[config.mk]
export PLATFORM = sky130hd
export DESIGN_NAME = mc_controller_flat
export DESIGN_NICKNAME = d
export VERILOG_FILES = /design/src/rtl/mc_controller_if.sv /design/src/rtl/mc_controller.sv /design/src/flat_wrapper.sv
export SDC_FILE = /design/constraint.sdc
export NUM_CORES = 1
export LEC_CHECK = 0
export BUFFER_PORTS_ARGS = -buffer_cell sky130_fd_sc_hd__buf_2
export CAP_MARGIN = 5
export CORE_MARGIN = 1
export CORE_UTILIZATION = 44
export CTS_CLUSTER_DIAMETER = 80
export DETAILED_ROUTE_END_ITERATION = 10
export GPL_ROUTABILITY_DRIVEN = 0
export PLACE_DENSITY = 0.85
export RECOVER_POWER = 25
export SYNTH_ARGS = -nofsm -noshare
export SYNTH_HDL_FRONTEND = slang
export SYNTH_SLANG_ARGS = --single-unit
[constraint.sdc]
create_clock -name clk -period 1.8 [get_ports clk]
set_clock_uncertainty 0.15 [all_clocks]
set_input_delay 0.27 -clock clk [delete_from_list [all_inputs] [get_ports clk]]
set_output_delay 0.27 -clock clk [all_outputs]
set_load 0.01 [all_outputs]
[src/rtl/mc_controller_if.sv]
// Control bundle between the multicycle controller and its datapath.
// master = controller side, slave = datapath side.
interface mc_controller_if #(
    parameter int ALUCTRL_W = 4
);
    logic [5:0]           op;
    logic [5:0]           funct;
    logic                 zero;
    logic                 less;
    logic                 iord;
    logic                 memwrite;
    logic                 irwrite;
    logic                 regdst;
    logic                 memtoreg;
    logic                 regwrite;
    logic                 alusrca;
    logic [1:0]           alusrcb;
    logic [1:0]           pcsrc;
    logic                 pcen;
    logic [ALUCTRL_W-1:0] alucontrol;
    logic                 illegal;

    modport master (
        input  op, funct, zero, less,
        output iord, memwrite, irwrite, regdst, memtoreg, regwrite,
        output alusrca, alusrcb, pcsrc, pcen, alucontrol, illegal
    );

    modport slave (
        output op, funct, zero, less,
        input  iord, memwrite, irwrite, regdst, memtoreg, regwrite,
        input  alusrca, alusrcb, pcsrc, pcen, alucontrol, illegal
    );
endinterface

[src/rtl/mc_controller.sv]
// Multicycle MIPS Moore controller with parametrised memory wait states.
// Optional ble instruction (op 011111) is built when MC_BLE_EN is defined.
module mc_controller #(
    parameter int MEM_LAT   = 0,
    parameter int ALUCTRL_W = 4
) (
    input  logic           clk,
    input  logic           reset,
    mc_controller_if.master bus
);
    typedef enum logic [3:0] {
        FETCH, DECODE, MEMADR, MEMRD, MEMWB, MEMWR, RTYPEEX,
        RTYPEWB, ADDIEX, ADDIWB, BEQEX, BLEEX, JEX
    } state_t;

    localparam logic [3:0] A_AND = 4'b0000;
    localparam logic [3:0] A_OR  = 4'b0001;
    localparam logic [3:0] A_ADD = 4'b0010;
    localparam logic [3:0] A_SUB = 4'b0110;
    localparam logic [3:0] A_SLT = 4'b0111;
    localparam logic [3:0] A_BAD = 4'b1111;

    localparam logic [5:0] OP_LW   = 6'b100011;
    localparam logic [5:0] OP_SW   = 6'b101011;
    localparam logic [5:0] OP_RT   = 6'b000000;
    localparam logic [5:0] OP_ADDI = 6'b001000;
    localparam logic [5:0] OP_BEQ  = 6'b000100;
    localparam logic [5:0] OP_J    = 6'b000010;
    localparam logic [5:0] OP_BLE  = 6'b011111;

    state_t     state, nxt;
    logic [3:0] wcnt;
    logic       last;
    logic       ill_q;
    logic       op_bad;
    logic       fn_bad;
    logic [3:0] fn_alu;
    logic [3:0] alu;
    logic       pcwrite;

    assign last = (wcnt == 4'(MEM_LAT));

    always_comb begin
        fn_bad = 1'b0;
        unique case (bus.funct)
            6'b100000: fn_alu = A_ADD;
            6'b100010: fn_alu = A_SUB;
            6'b100100: fn_alu = A_AND;
            6'b100101: fn_alu = A_OR;
            6'b101010: fn_alu = A_SLT;
            default: begin
                fn_alu = A_BAD;
                fn_bad = 1'b1;
            end
        endcase
    end

    always_comb begin
        nxt    = state;
        op_bad = 1'b0;
        unique case (state)
            FETCH:   if (last) nxt = DECODE;
            DECODE: begin
                unique case (bus.op)
                    OP_LW, OP_SW: nxt = MEMADR;
                    OP_RT:        nxt = RTYPEEX;
                    OP_ADDI:      nxt = ADDIEX;
                    OP_BEQ:       nxt = BEQEX;
                    OP_J:         nxt = JEX;
`ifdef MC_BLE_EN
                    OP_BLE:       nxt = BLEEX;
`endif
                    default: begin
                        nxt    = FETCH;
                        op_bad = 1'b1;
                    end
                endcase
            end
            MEMADR:  nxt = (bus.op == OP_LW) ? MEMRD : MEMWR;
            MEMRD:   if (last) nxt = MEMWB;
            MEMWB:   nxt = FETCH;
            MEMWR:   if (last) nxt = FETCH;
            RTYPEEX: nxt = RTYPEWB;
            RTYPEWB: nxt = FETCH;
            ADDIEX:  nxt = ADDIWB;
            ADDIWB:  nxt = FETCH;
            BEQEX:   nxt = FETCH;
`ifdef MC_BLE_EN
            BLEEX:   nxt = FETCH;
`endif
            JEX:     nxt = FETCH;
            default: nxt = FETCH;
        endcase
    end

    // illegal is held from detection until the next entry into FETCH
    always_ff @(posedge clk or posedge reset) begin
        if (reset) begin
            state <= FETCH;
            wcnt  <= 4'd0;
            ill_q <= 1'b0;
        end else begin
            state <= nxt;
            wcnt  <= (nxt != state) ? 4'd0 : wcnt + 4'd1;
            if (op_bad || (state == RTYPEEX && fn_bad))
                ill_q <= 1'b1;
            else if (nxt == FETCH && state != FETCH)
                ill_q <= 1'b0;
        end
    end

    always_comb begin
        bus.iord     = 1'b0;
        bus.memwrite = 1'b0;
        bus.irwrite  = 1'b0;
        bus.regdst   = 1'b0;
        bus.memtoreg = 1'b0;
        bus.regwrite = 1'b0;
        bus.alusrca  = 1'b0;
        bus.alusrcb  = 2'b00;
        bus.pcsrc    = 2'b00;
        bus.pcen     = 1'b0;
        alu          = A_AND;
        pcwrite      = 1'b0;
        unique case (state)
            FETCH: begin
                bus.alusrcb = 2'b01;
                alu         = A_ADD;
                bus.irwrite = last;
                pcwrite     = last;
            end
            DECODE: begin
                bus.alusrcb = 2'b11;
                alu         = A_ADD;
            end
            MEMADR, ADDIEX: begin
                bus.alusrca = 1'b1;
                bus.alusrcb = 2'b10;
                alu         = A_ADD;
            end
            MEMRD:   bus.iord = 1'b1;
            MEMWB: begin
                bus.memtoreg = 1'b1;
                bus.regwrite = 1'b1;
            end
            MEMWR: begin
                bus.iord     = 1'b1;
                bus.memwrite = last;
            end
            RTYPEEX: begin
                bus.alusrca = 1'b1;
                alu         = fn_alu;
            end
            RTYPEWB: begin
                bus.regdst   = 1'b1;
                bus.regwrite = 1'b1;
            end
            ADDIWB:  bus.regwrite = 1'b1;
            BEQEX: begin
                bus.alusrca = 1'b1;
                alu         = A_SUB;
                bus.pcsrc   = 2'b01;
                bus.pcen    = bus.zero;
            end
`ifdef MC_BLE_EN
            BLEEX: begin
                bus.alusrca = 1'b1;
                alu         = A_SUB;
                bus.pcsrc   = 2'b01;
                bus.pcen    = bus.zero | bus.less;
            end
`endif
            JEX: begin
                bus.pcsrc = 2'b10;
                pcwrite   = 1'b1;
            end
            default: ;
        endcase
        bus.pcen       = bus.pcen | pcwrite;
        bus.alucontrol = ALUCTRL_W'(alu);
    end

    assign bus.illegal = ill_q;
endmodule

[src/flat_wrapper.sv]
// flat-port wrapper written by rule: the top's interface ports become plain ports
module mc_controller_flat 
#(
    parameter int MEM_LAT   = 0,
    parameter int ALUCTRL_W = 4
)
  (clk, reset, bus_op, bus_funct, bus_zero, bus_less, bus_iord, bus_memwrite, bus_irwrite, bus_regdst, bus_memtoreg, bus_regwrite, bus_alusrca, bus_alusrcb, bus_pcsrc, bus_pcen, bus_alucontrol, bus_illegal);
  mc_controller_if #(.ALUCTRL_W(ALUCTRL_W)) bus_i ();
  input  logic clk;
  input  logic reset;
  input wire logic [$bits(bus_i.op)-1:0] bus_op;
  input wire logic [$bits(bus_i.funct)-1:0] bus_funct;
  input wire logic [$bits(bus_i.zero)-1:0] bus_zero;
  input wire logic [$bits(bus_i.less)-1:0] bus_less;
  output wire logic [$bits(bus_i.iord)-1:0] bus_iord;
  output wire logic [$bits(bus_i.memwrite)-1:0] bus_memwrite;
  output wire logic [$bits(bus_i.irwrite)-1:0] bus_irwrite;
  output wire logic [$bits(bus_i.regdst)-1:0] bus_regdst;
  output wire logic [$bits(bus_i.memtoreg)-1:0] bus_memtoreg;
  output wire logic [$bits(bus_i.regwrite)-1:0] bus_regwrite;
  output wire logic [$bits(bus_i.alusrca)-1:0] bus_alusrca;
  output wire logic [$bits(bus_i.alusrcb)-1:0] bus_alusrcb;
  output wire logic [$bits(bus_i.pcsrc)-1:0] bus_pcsrc;
  output wire logic [$bits(bus_i.pcen)-1:0] bus_pcen;
  output wire logic [$bits(bus_i.alucontrol)-1:0] bus_alucontrol;
  output wire logic [$bits(bus_i.illegal)-1:0] bus_illegal;
  assign bus_i.op = bus_op;
  assign bus_i.funct = bus_funct;
  assign bus_i.zero = bus_zero;
  assign bus_i.less = bus_less;
  assign bus_iord = bus_i.iord;
  assign bus_memwrite = bus_i.memwrite;
  assign bus_irwrite = bus_i.irwrite;
  assign bus_regdst = bus_i.regdst;
  assign bus_memtoreg = bus_i.memtoreg;
  assign bus_regwrite = bus_i.regwrite;
  assign bus_alusrca = bus_i.alusrca;
  assign bus_alusrcb = bus_i.alusrcb;
  assign bus_pcsrc = bus_i.pcsrc;
  assign bus_pcen = bus_i.pcen;
  assign bus_alucontrol = bus_i.alucontrol;
  assign bus_illegal = bus_i.illegal;
  mc_controller #(.MEM_LAT(MEM_LAT), .ALUCTRL_W(ALUCTRL_W)) u_core (.clk(clk), .reset(reset), .bus(bus_i));
endmodule
# Word level (Yosys, flattened, before mapping)
# Cells that the tools add are included.
# totals
register_bits	9
input_bits	16
output_inout_bits	17
word_cells	69
# classes
n_addsub	1
eq_ne	22
n_mux	25
n_bitwise	1
reduce_logical	17
# op_table
op	n
$eq 6x6->1 const B	7
$pmux 4 s5	2
$pmux 4 s7	1
$eq 4x3->1 const B	4
$eq 4x4->1 const B	4
$mux 4	4
$mux 1	13
$logic_not 4->1	3
$pmux 4 s3	1
$eq 4x2->1 const B	2
$reduce_or 4->1	2
$eq 6x2->1 const B	1
$eq 6x3->1 const B	1
$eq 6x4->1 const B	1
$logic_not 6->1	1
$pmux 2 s3	1
$reduce_or 2->1	3
$reduce_or 6->1	1
$reduce_or 5->1	1
$add 4x1->4 const B	1
$eq 4x1->1 const B	1
$ne 4x4->1	1
$pmux 2 s2	1
$reduce_bool 4->1	1
other kinds (7)	8

# Longest topological paths before layout
# Gate-level depths: netlist of the first run.
# depth
ltp_word	8
depth_mapped	7
depth_no_buf	7

# Least setup slack after synthesis of the first run
# OpenSTA, ideal clock, no wires.
# synth_path
path_type	register to register
start	register u_core.wcnt[0]
end	register u_core.wcnt[2]
arrival_time_ns	1.667
t_required_ns	1.520
slack_ns	-0.147
path_stages_with_launch	8
path_buffers	0
period_less_slack_ns	1.947
path_cell_list	dfrtp_1 > inv_1 > ha_1 > or3b_1 > a211oi_2 > a221oi_2 > o22ai_1 > nor2_1
# synth_via
elab_chain_len	5
word_cells_on_any_way	8
cone_classes	1 x add/sub; 1 x eq/ne; 5 x mux; 1 x reduce/logical
# synth_rtl
item	line	text
from (decl)	mc_controller.sv:32	logic [3:0] wcnt;
from (signal assigned)	mc_controller.sv:104	wcnt <= (nxt != state) ? 4'd0 : wcnt + 4'd1;
$logic_not 4->1	mc_controller.sv:41	assign last = (wcnt == 4'(MEM_LAT));
$mux 4 (on tied branches)	mc_controller.sv:82, mc_controller.sv:80, mc_controller.sv:62	
$pmux 4 s7	mc_controller.sv:61	unique case (state)
$ne 4x4->1	mc_controller.sv:104	
$mux 4 *	mc_controller.sv:104	
# Mark *: on every way between the ends. The rest lies on a longest branch, timed or not.
# A chain may end at the register's enable or synchronous reset.

# Final worst setup path of the first run
# layout_path
start	register u_core.wcnt[1]
end	output port bus_pcen
# layout_via
elab_chain_len	3
# layout_rtl
item	line	text
$logic_not 4->1	mc_controller.sv:41	
$pmux 1 s2	mc_controller.sv:125	unique case (state)
$or 1x1->1	mc_controller.sv:179	bus.pcen = bus.pcen | pcwrite;
to (decl)	flat_wrapper.sv:24	output wire logic [$bits(bus_i.pcen)-1:0] bus_pcen;
# No other way between the ends.

==> results.yml, run 1 <==
timing:
  setup_viol: 15
  fmax_mhz: 465
  rsz0062_at_grt: "true"
  fin_crit_sh: 1.19
  hold_viol: 0
  slew_viol_final: 0
  fin_crit_ns: 2.15
  slew_headroom: 0.726
  tightest_slew_ns: 0.408
  worst_slack_ns: -0.349
  tns_ns: -2.71
synthesis:
  avgSynthCellArea_um2: 7.36
  synth_top_cell_by_area: "dfrtp_1"
  synth_nets: 141
  yosysMostFrequentCell: "nor2_1"
  synth_commonest_cells: "nor2_1, dfrtp_1, nor3_1"
  synthCells: 123
  yosys_warnings: 0
  synth-edff-count: 0
  synth-async-reset-ratio: 1.00
  seq_area_frac_synth: 0.249
  synth_area_leaders: "dfrtp_1, nor2_1, nor3_1"
  netlist_area_um2: 906
  ys_ff_latch: 9
  synth_top_area_frac: 0.249
  ys_types: 41
  ys.flop_type: "dfrtp_1"
floorplanning:
  core_mm2: 0.00194
  die_x_um: 47.4
  num_rows: 16
  start_util: 0.466
  die_area_mm2: 0.00224
  die_height_um: 47.4
  io_pins: 33
route:
  num_vias: 1265
  wire_per_inst_um: 17.2
  route.detailed.drc: 0
  drtAntennaViolNets: 0
  viasPerCell: 5.94
  wirelength_mm: 3.67
  drtIter0Drc: 59
  firstDrtPassIters: 4
setup_path:
  start_kind: "register"
  cp_max_fo: 5
  crit_start: "u_core.wcnt[1]$_DFF_PP0_"
  arrival_ns: 1.73
  critPathRequiredTime_ns: 1.38
  timing.rr.start: "u_core.wcnt[1]$_DFF_PP0_"
  path_class: "register to output port"
  endpoint_kind: "output port"
placement:
  dp_hpwl_mm: 2.12
  place_ws_ns: -0.208
  io_buffers: 31
  dp_cells: 197
layout:
  fin_cells: 213
  syn_to_final_growth_pct: 72.7
  antenna_cells: 0
  final_util: 0.805
  drive_gt1_frac: 0.538
  fillers: 126
  nets: 205
power_and_ir_drop:
  power_mw: 1.40
  peakVddDrop_uv: 611
  leakagePower_nw: 0.715
  powerDensity_mw_per_mm2: 898
job:
  maxCapViolCount: 0
cts:
  cts_tree: "done"
  numCtsBuffers: 3
  root_buffer: "clkbuf_4"
  clkSlewWorstSetupHoldPaths_ns: 0.06
  cts_sinks: 9
  cts_max_path_buffers: 2
  cts.htree.levels: 1
  clkLatencyLatePin_ns: 0.27
grt:
  grt_first_pass_wirelength_mm: 4.68
  grt_pass1_vias: 1126
  grt.total_usage: 0.294
  antenna_found_initial: 0
  grt_max_degree: 11
  grt_overflow: 0
min_path:
  worstHoldPathType: "input pin to register"
  holdCritStartpoint: "bus_op[4]"
run_status:
  status: "finished with violations"
  violations: "negative setup slack"
[sequential cells by signal (all words and copies together) (netlist names)]
register / cells
u_core.bus.illegal: 1
u_core.state: 4
u_core.wcnt: 4
[final timing paths]
path	slack, ns	cells after the start	to
min reg2reg	0.37	1	u_core.bus.illegal$_DFFE_PP0P_
max	-0.35	6	bus_pcen
max in group asynchronous	0.87	3	u_core.state[3]$_DFF_PP0_
min	0.29	5	u_core.state[1]$_DFF_PP0_
min in group asynchronous	0.35	3	u_core.wcnt[3]$_DFF_PP0_
max reg2reg	-0.25	7	u_core.wcnt[0]$_DFF_PP0_
[per-layer routing]
metal / up-vias / wire length [um] / GRT usage
met2: 79 / 1880 / 0.553
met1: 601 / 1430 / 0.353
met3: 19 / 230 / 0.0500
met5: - / 0 / 0
li1: 566 / - / -
met4: 0 / 139 / 0.0343
[report_power, final]
group / switching, mW / internal [mW]
clock network: 0.0713 / 0.0854
registers: 0.0510 / 0.239
logic: 0.496 / 0.461
[per-stage QoR]
step	area [um2]	hold slack, ns
6_report	1560	0.291
5_1_grt	1560	0.305
4_1_cts	1410	0.293
3_5_place_dp	1260	0.0984
3_3_place_gp	1260	0.0843
2_1_floorplan	923	-0.0521
[layout by cell type, fill, tap and decap left out, drive strengths merged, types with 2 or more instances in the layout]
cell type   n
xnor2       3
buf        66
clkbuf      4
nor3        9
or3         2
o22ai       3
a211oi      4
nand2b      6
o31ai       2
o21ai       5
and3        3
xor2        2
a21oi       7
nor2b       5
maj3        2
dfrtp       9
nor2       15
nand2       6
ha          2
inv         6
nand3b      2
nor3b       3
nand3       3
nor4        3
[worst max-delay path: stages, from the launching register on]
cell and delay [ns]:
dfrtp_1 0.39, inv_1 0.08, ha_2 0.19, nor3b_4 0.30
and3_4 0.25, a211o_1 0.12, buf_2 0.13
[logic make-up (layout without fill, tap and decap cells)]
kind of cell | Yosys count | in the layout | share of synthesized area
AOI/OAI and AO/OA | 29 | 29 | 0.222
adders and majority gates | 4 | 4 | 0.0497
DFF | 9 | 9 | 0.249
buffers and inverters | 14 | 77 | 0.0580
xor gates and xnor gates | 5 | 5 | 0.0484
and+or+nand+nor | 62 | 62 | 0.373
[final cells by class]
cell class / instances / area, um2 / area share
Clock buffer: 4 / 26.3 / 0.0168
Inverter: 6 / 22.5 / 0.0144
Multi-Input combinational cell: 100 / 786 / 0.502
Sequential cell: 9 / 229 / 0.146
Tap cell: 27 / 33.8 / 0.0216
Timing Repair Buffer: 67 / 467 / 0.298
[repair_timing]
| action | 4_1_cts | 5_1_grt |
|---|---|---|
| pin swaps | 8 | 9 |
| setup endpoints to repair | 15 | 21 |
| hold endpoints to repair | 9 | 0 |
| hold buffers | 1 | 0 |
| resized for setup | 20 | 20 |
| setup buffers | 4 | 8 |
Power figures use the tool's default switching activity.
==> run 2: changes to the inputs <==
--- a/config.mk
+++ b/config.mk
@@ -8,12 +8,11 @@
 export BUFFER_PORTS_ARGS = -buffer_cell sky130_fd_sc_hd__buf_2
 export CAP_MARGIN = 5
 export CORE_MARGIN = 1
-export CORE_UTILIZATION = 44
+export CORE_UTILIZATION = 50
 export CTS_CLUSTER_DIAMETER = 80
 export DETAILED_ROUTE_END_ITERATION = 10
 export GPL_ROUTABILITY_DRIVEN = 0
-export PLACE_DENSITY = 0.85
-export RECOVER_POWER = 25
+export PLACE_DENSITY = 0.91
 export SYNTH_ARGS = -nofsm -noshare
 export SYNTH_HDL_FRONTEND = slang
 export SYNTH_SLANG_ARGS = --single-unit
==> constraint.sdc (replaced) <==
create_clock -name clk -period 2.7 [get_ports clk]
set_clock_uncertainty 0.15 [all_clocks]
set_input_delay 0.405 -clock clk [delete_from_list [all_inputs] [get_ports clk]]
set_output_delay 0.405 -clock clk [all_outputs]
set_load 0.01 [all_outputs]
==> run 2 against run 1 <==
  * Sequential power fell by 29%
  * Sequential share of layout area rose by 5.3 points
  * Sequential cell count did not move
  * The run now ends clean
  * Largest cell class unchanged
==> results.yml, run 2 (synthesized netlist as in run 1, its figures left out) <==
placement:
  io_buffers: 31
  place_ws_ns: 0.469
  dp_hpwl_mm: 1.64
setup_path:
  cpLargestDelayFamily: "simple AND/OR/NAND/NOR gates"
  crit_slowest_cell: "dfrtp_1"
  cp_max_fo: 18
  start_kind: "register"
  path_cells: "nand2b_1 -> nor3b_1 -> nand2_1 -> o31ai_1 -> buf_2"
  cp.buffers_inverters: 1
  critPathRequiredTime_ns: 2.14
  arrival_ns: 1.98
  path_class: "register to output port"
  endpoint_kind: "output port"
  cpPeakStageDelay_ns: 0.56
cts:
  root_buffer: "clkbuf_4"
  cts_sinks: 9
  clkLatencyLatePin_ns: 0.26
  cts.htree.levels: 1
  clkSlewWorstSetupHoldPaths_ns: 0.06
  cts_tree: "done"
  numCtsBuffers: 3
  cts_resized: 0
  cts_max_path_buffers: 2
layout:
  nets: 174
  fillers: 146
  syn_to_final_growth_pct: 24.6
  final_common_cell: "buf_2"
  drive_gt1_frac: 0.271
  most-common-layout-cells: "buf_2, nor2_1, nor3_1, dfrtp_1, a21oi_1"
  antenna_cells: 0
floorplanning:
  start_util: 0.530
  io_pins: 33
  die_x_um: 44.6
  num_rows: 15
  core_mm2: 0.00171
  die_area_mm2: 0.00199
  die_height_um: 44.6
timing:
  fin_crit_sh: 0.938
  slew_headroom: 0.654
  fmax_mhz: 395
  tightest_slew_ns: 0.519
  setup_viol: 0
  fin_crit_ns: 2.53
  hold_viol: 0
  worst_slack_ns: 0.167
  slew_viol_final: 0
  rsz0062_at_grt: "false"
  tns_ns: 0
power_and_ir_drop:
  powerDensity_mw_per_mm2: 594
  leakagePower_nw: 0.518
  peakVddDrop_uv: 311
grt:
  grt_max_degree: 20
  grt_pass1_vias: 888
  antenna_found_initial: 0
  grt_overflow: 0
  grt_first_pass_wirelength_mm: 3.61
  grt.total_usage: 0.243
min_path:
  worstHoldPathType: "input pin to register"
route:
  num_vias: 1007
  wirelength_mm: 2.16
  wire_per_inst_um: 12.0
  drtAntennaViolNets: 0
  viasPerCell: 5.59
  route.detailed.drc: 0
  firstDrtPassIters: 4
  drtIter0Drc: 36
job:
  maxCapViolCount: 0
run_status:
  status: "finished clean"
run 2: changes by cell type in the layout (fill, tap and decap cells not counted), moves of 3 or more:
cell and change:
a21oi_2 -3, nor3_1 +3, buf_4 -24, buf_6 -9, dfrtp_2 -3, a21oi_1 +3, dfrtp_1 +3, nor3b_1 +3
run 2: path summary, 6_finish.rpt:
check / startpoint / end / slack (ns) / cells after the start
hold reg to reg: u_core.wcnt[0]$_DFF_PP0_ / u_core.wcnt[0]$_DFF_PP0_ / 0.34 / 1
min in group asynchronous: reset / u_core.wcnt[2]$_DFF_PP0_ / 0.50 / 3
max in group asynchronous: reset / u_core.bus.illegal$_DFFE_PP0P_ / 1.64 / 3
hold / removal: bus_op[4] / u_core.state[1]$_DFF_PP0_ / 0.34 / 4
setup reg to reg: u_core.wcnt[0]$_DFF_PP0_ / u_core.wcnt[2]$_DFF_PP0_ / 0.51 / 7
setup / recovery: u_core.state[3]$_DFF_PP0_ / bus_alucontrol[1] / 0.17 / 5
run 2: layout make-up:
class | count | area (um2) | share of cell area
Tap cell | 25 | 31.3 | 0.0277
Inverter | 6 | 22.5 | 0.0200
Sequential cell | 9 | 225 | 0.200
Timing Repair Buffer | 36 | 195 | 0.173
Clock buffer | 4 | 26.3 | 0.0233
Multi-Input combinational cell | 100 | 628 | 0.557
run 2: worst register-to-register path, cell delays in order (launching register included):
cell      delay (ns)
dfrtp_1         0.40
inv_1           0.07
ha_1            0.17
or3b_1          0.42
a211oi_2        0.30
a221oi_2        0.11
o22ai_1         0.35
nor2_1          0.09
run 2: what timing repair did:
action / CTS / global route
setup buffers: 0 / 0
endpoints found under the setup margin: 0 / 0
hold buffers: 1 / 0
endpoints found under the hold margin: 9 / 0
run 2: through the flow:
step	std cells	util	hold WS (ns)	instance area (um2)	power [mW]
2_1_floorplan	123	-	0.0829	906	0.454
6_report	180	0.661	0.337	1130	0.671
3_5_place_dp	175	0.640	0.222	1090	0.568
4_1_cts	180	0.661	0.326	1130	0.673
5_1_grt	180	0.661	0.367	1130	0.727
3_3_place_gp	175	0.640	0.217	1090	0.554
run 2: report_power, final:
part	switching (mW)	leakage [nW]	internal [mW]
clock network	0.0433	0.0150	0.0567
registers	0.0486	0.120	0.157
logic	0.196	0.382	0.169
run 2: layer usage:
metal / global-route usage / wire length (um)
met5: 0 / 0
met4: 0.0545 / 0
met3: 0.0776 / 78
met2: 0.379 / 1040
met1: 0.327 / 1040
==> run 3: changes to the inputs <==
--- a/config.mk
+++ b/config.mk
@@ -5,6 +5,7 @@
 export SDC_FILE = /design/constraint.sdc
 export NUM_CORES = 1
 export LEC_CHECK = 0
+export ABC_AREA = 1
 export BUFFER_PORTS_ARGS = -buffer_cell sky130_fd_sc_hd__buf_2
 export CAP_MARGIN = 5
 export CORE_MARGIN = 1
==> run 3 against run 2 <==
  * Total power up 6.0%
  * Highest routed layer unchanged
  * Wire length down 6.7%
  * Largest cell class unchanged
  * Setup slack better by 0.35 ns
==> results.yml, run 3 <==
route:
  num_vias: 1003
  firstDrtPassIters: 5
  viasPerCell: 4.75
  wire_per_inst_um: 9.55
  wirelength_mm: 2.02
  route.detailed.drc: 0
  drtIter0Drc: 25
  drtAntennaViolNets: 0
timing:
  tns_ns: 0
  fin_crit_ns: 2.18
  slew_viol_final: 0
  rsz0062_at_grt: "false"
  fin_crit_sh: 0.807
  hold_viol: 0
  fmax_mhz: 459
  setup_viol: 0
  hold_slack_ns: 0.325
  slew_headroom: 0.784
  worst_slack_ns: 0.521
  tightest_slew_ns: 0.324
setup_path:
  path_depth: 5
  endpoint_kind: "output port"
  start_kind: "register"
  arrival_ns: 1.62
  crit_slowest_cell: "dfrtp_1"
  path_class: "register to output port"
  r2r_cells: 8
  path_cells: "nor2_2 -> nand2_1 -> nor2_1 -> a211o_1 -> buf_2"
  cpLargestDelayFamily: "simple AND/OR/NAND/NOR gates"
  cp.buffers_inverters: 1
  cp_max_fo: 7
  critPathRequiredTime_ns: 2.14
  cpPeakStageDelay_ns: 0.47
cts:
  clkLatencyLatePin_ns: 0.26
  clkSlewWorstSetupHoldPaths_ns: 0.05
  root_buffer: "clkbuf_4"
  cts.htree.levels: 1
  cts_max_path_buffers: 2
  numCtsBuffers: 3
  cts_tree: "done"
  cts_sinks: 9
  cts_resized: 0
synthesis:
  synth_commonest_cells: "inv_1, nor2_1, nand2_1"
  netlist_area_um2: 905
  synth-async-reset-ratio: 1.00
  ys_types: 23
  synth_nets: 168
  synth-edff-count: 0
  synthCells: 150
  synth_top_cell_by_area: "dfrtp_1"
  yosys_warnings: 0
  ys_ff_latch: 9
  seq_area_frac_synth: 0.249
  avgSynthCellArea_um2: 6.03
  synth_top_area_frac: 0.249
  ys.flop_type: "dfrtp_1"
  synth_area_leaders: "dfrtp_1, inv_1, nor2_1"
grt:
  antenna_found_initial: 0
  grt_overflow: 0
  grt.total_usage: 0.222
  grt_pass1_vias: 833
  grt_first_pass_wirelength_mm: 3.29
  grt_max_degree: 10
floorplanning:
  core_mm2: 0.00171
  start_util: 0.530
  die_x_um: 44.5
  die_area_mm2: 0.00198
  num_rows: 15
  io_pins: 33
  die_height_um: 44.5
power_and_ir_drop:
  leakagePower_nw: 0.695
  switching_share: 0.478
  pwr-share-clk: 0.144
  seqPwrFrac: 0.286
  power_mw: 0.711
  peakVddDrop_uv: 441
  p_int_mw: 0.371
  switching_power_mw: 0.340
  p_comb_frac: 0.571
  powerDensity_mw_per_mm2: 630
layout:
  drive_gt1_frac: 0.301
  syn_to_final_growth_pct: 24.6
  seqCellArea_um2: 225
  final_common_cell: "buf_2"
  antenna_cells: 0
  multi_input_area_um2: 552
  fin_cells: 211
  fillers: 151
  most-common-layout-cells: "buf_2, inv_1, nor2_1"
  nets: 205
min_path:
  whs_path_depth: 2
  worstHoldPathType: "register to register"
job:
  maxCapViolCount: 0
placement:
  dp_cells: 206
  io_buffers: 31
  dp_hpwl_mm: 1.72
  place_ws_ns: 0.805
run_status:
  status: "finished clean"
==> run 3: changes by cell type in the layout (fill, tap and decap cells not counted), sizes merged, moves of 5 or more <==
cell / previous run / this run
inv: 6 / 34
nand2: 6 / 30
nor2: 15 / 36
nand3: 3 / 13
nand2b: 6 / 0
nor2b: 5 / 0
==> run 3: timing repair <==
action,in CTS,in global routing
setup buffers,0,0
endpoints found under the hold margin,9,0
hold buffers,1,0
==> run 3: power groups by stage <==
| stage | Sequential (mW) | Combinational [mW] | Clock [mW] |
|---|---|---|---|
| finish | 0.203 | 0.406 | 0.102 |
| global route | 0.207 | 0.460 | 0.111 |
| CTS | 0.203 | 0.407 | 0.105 |
| detailed placement | 0.205 | 0.404 | 0 |
| global placement | 0.203 | 0.389 | 0 |
| floorplan | 0.202 | 0.285 | 0 |
==> run 3: per-stage QoR <==
stage                     instance area (um2)  utilization
final                                    1130        0.660
after global routing                     1130        0.660
after CTS                                1130        0.660
after detailed placement                 1090        0.639
after global placement                   1090        0.639
after floorplan                           905            -
==> run 3: layout make-up <==
type,count,share of cell area
clock buffer,4,0.0233
inverter,34,0.113
multi-input combinational,107,0.489
sequential,9,0.200
tap,25,0.0277
timing repair buffer,32,0.147
==> run 3: routing by layer <==
layer | part of all wire | track usage
met4 | 0 | 0.0485
met3 | 0.040 | 0.0531
met1 | 0.46 | 0.286
met5 | 0 | 0
met2 | 0.50 | 0.376
==> run 3: final timing paths <==
check	start	to	slack [ns]
setup reg to reg	u_core.state[2]$_DFF_PP0_	u_core.wcnt[0]$_DFF_PP0_	0.96
min in group asynchronous	reset	u_core.state[1]$_DFF_PP0_	0.49
max in group asynchronous	reset	u_core.bus.illegal$_DFFE_PP0P_	1.67
hold / removal	u_core.bus.illegal$_DFFE_PP0P_	u_core.bus.illegal$_DFFE_PP0P_	0.32
setup / recovery	u_core.state[2]$_DFF_PP0_	bus_pcen	0.52
hold reg to reg	u_core.bus.illegal$_DFFE_PP0P_	u_core.bus.illegal$_DFFE_PP0P_	0.32
==> run 3: worst reg2reg max path, stage by stage, from the launching register on <==
cell     delay, ns
dfrtp_1       0.47
nor2_2        0.28
nand2_1       0.10
nor2_1        0.25
nor2_2        0.08
nand3_1       0.08
nand2_1       0.06
nand4_2       0.11
nor2_1        0.06
==> run 3: logic make-up (layout without fill, tap and decap cells) <==
group | Yosys count | after routing | synth area share
AOI/OAI and AO/OA | 16 | 16 | 0.101
xor gates and xnor gates | 2 | 2 | 0.0194
DFF | 9 | 9 | 0.249
buffers and inverters | 34 | 70 | 0.141
adders and majority gates | 2 | 2 | 0.0277
and+or+nand+nor | 87 | 87 | 0.462
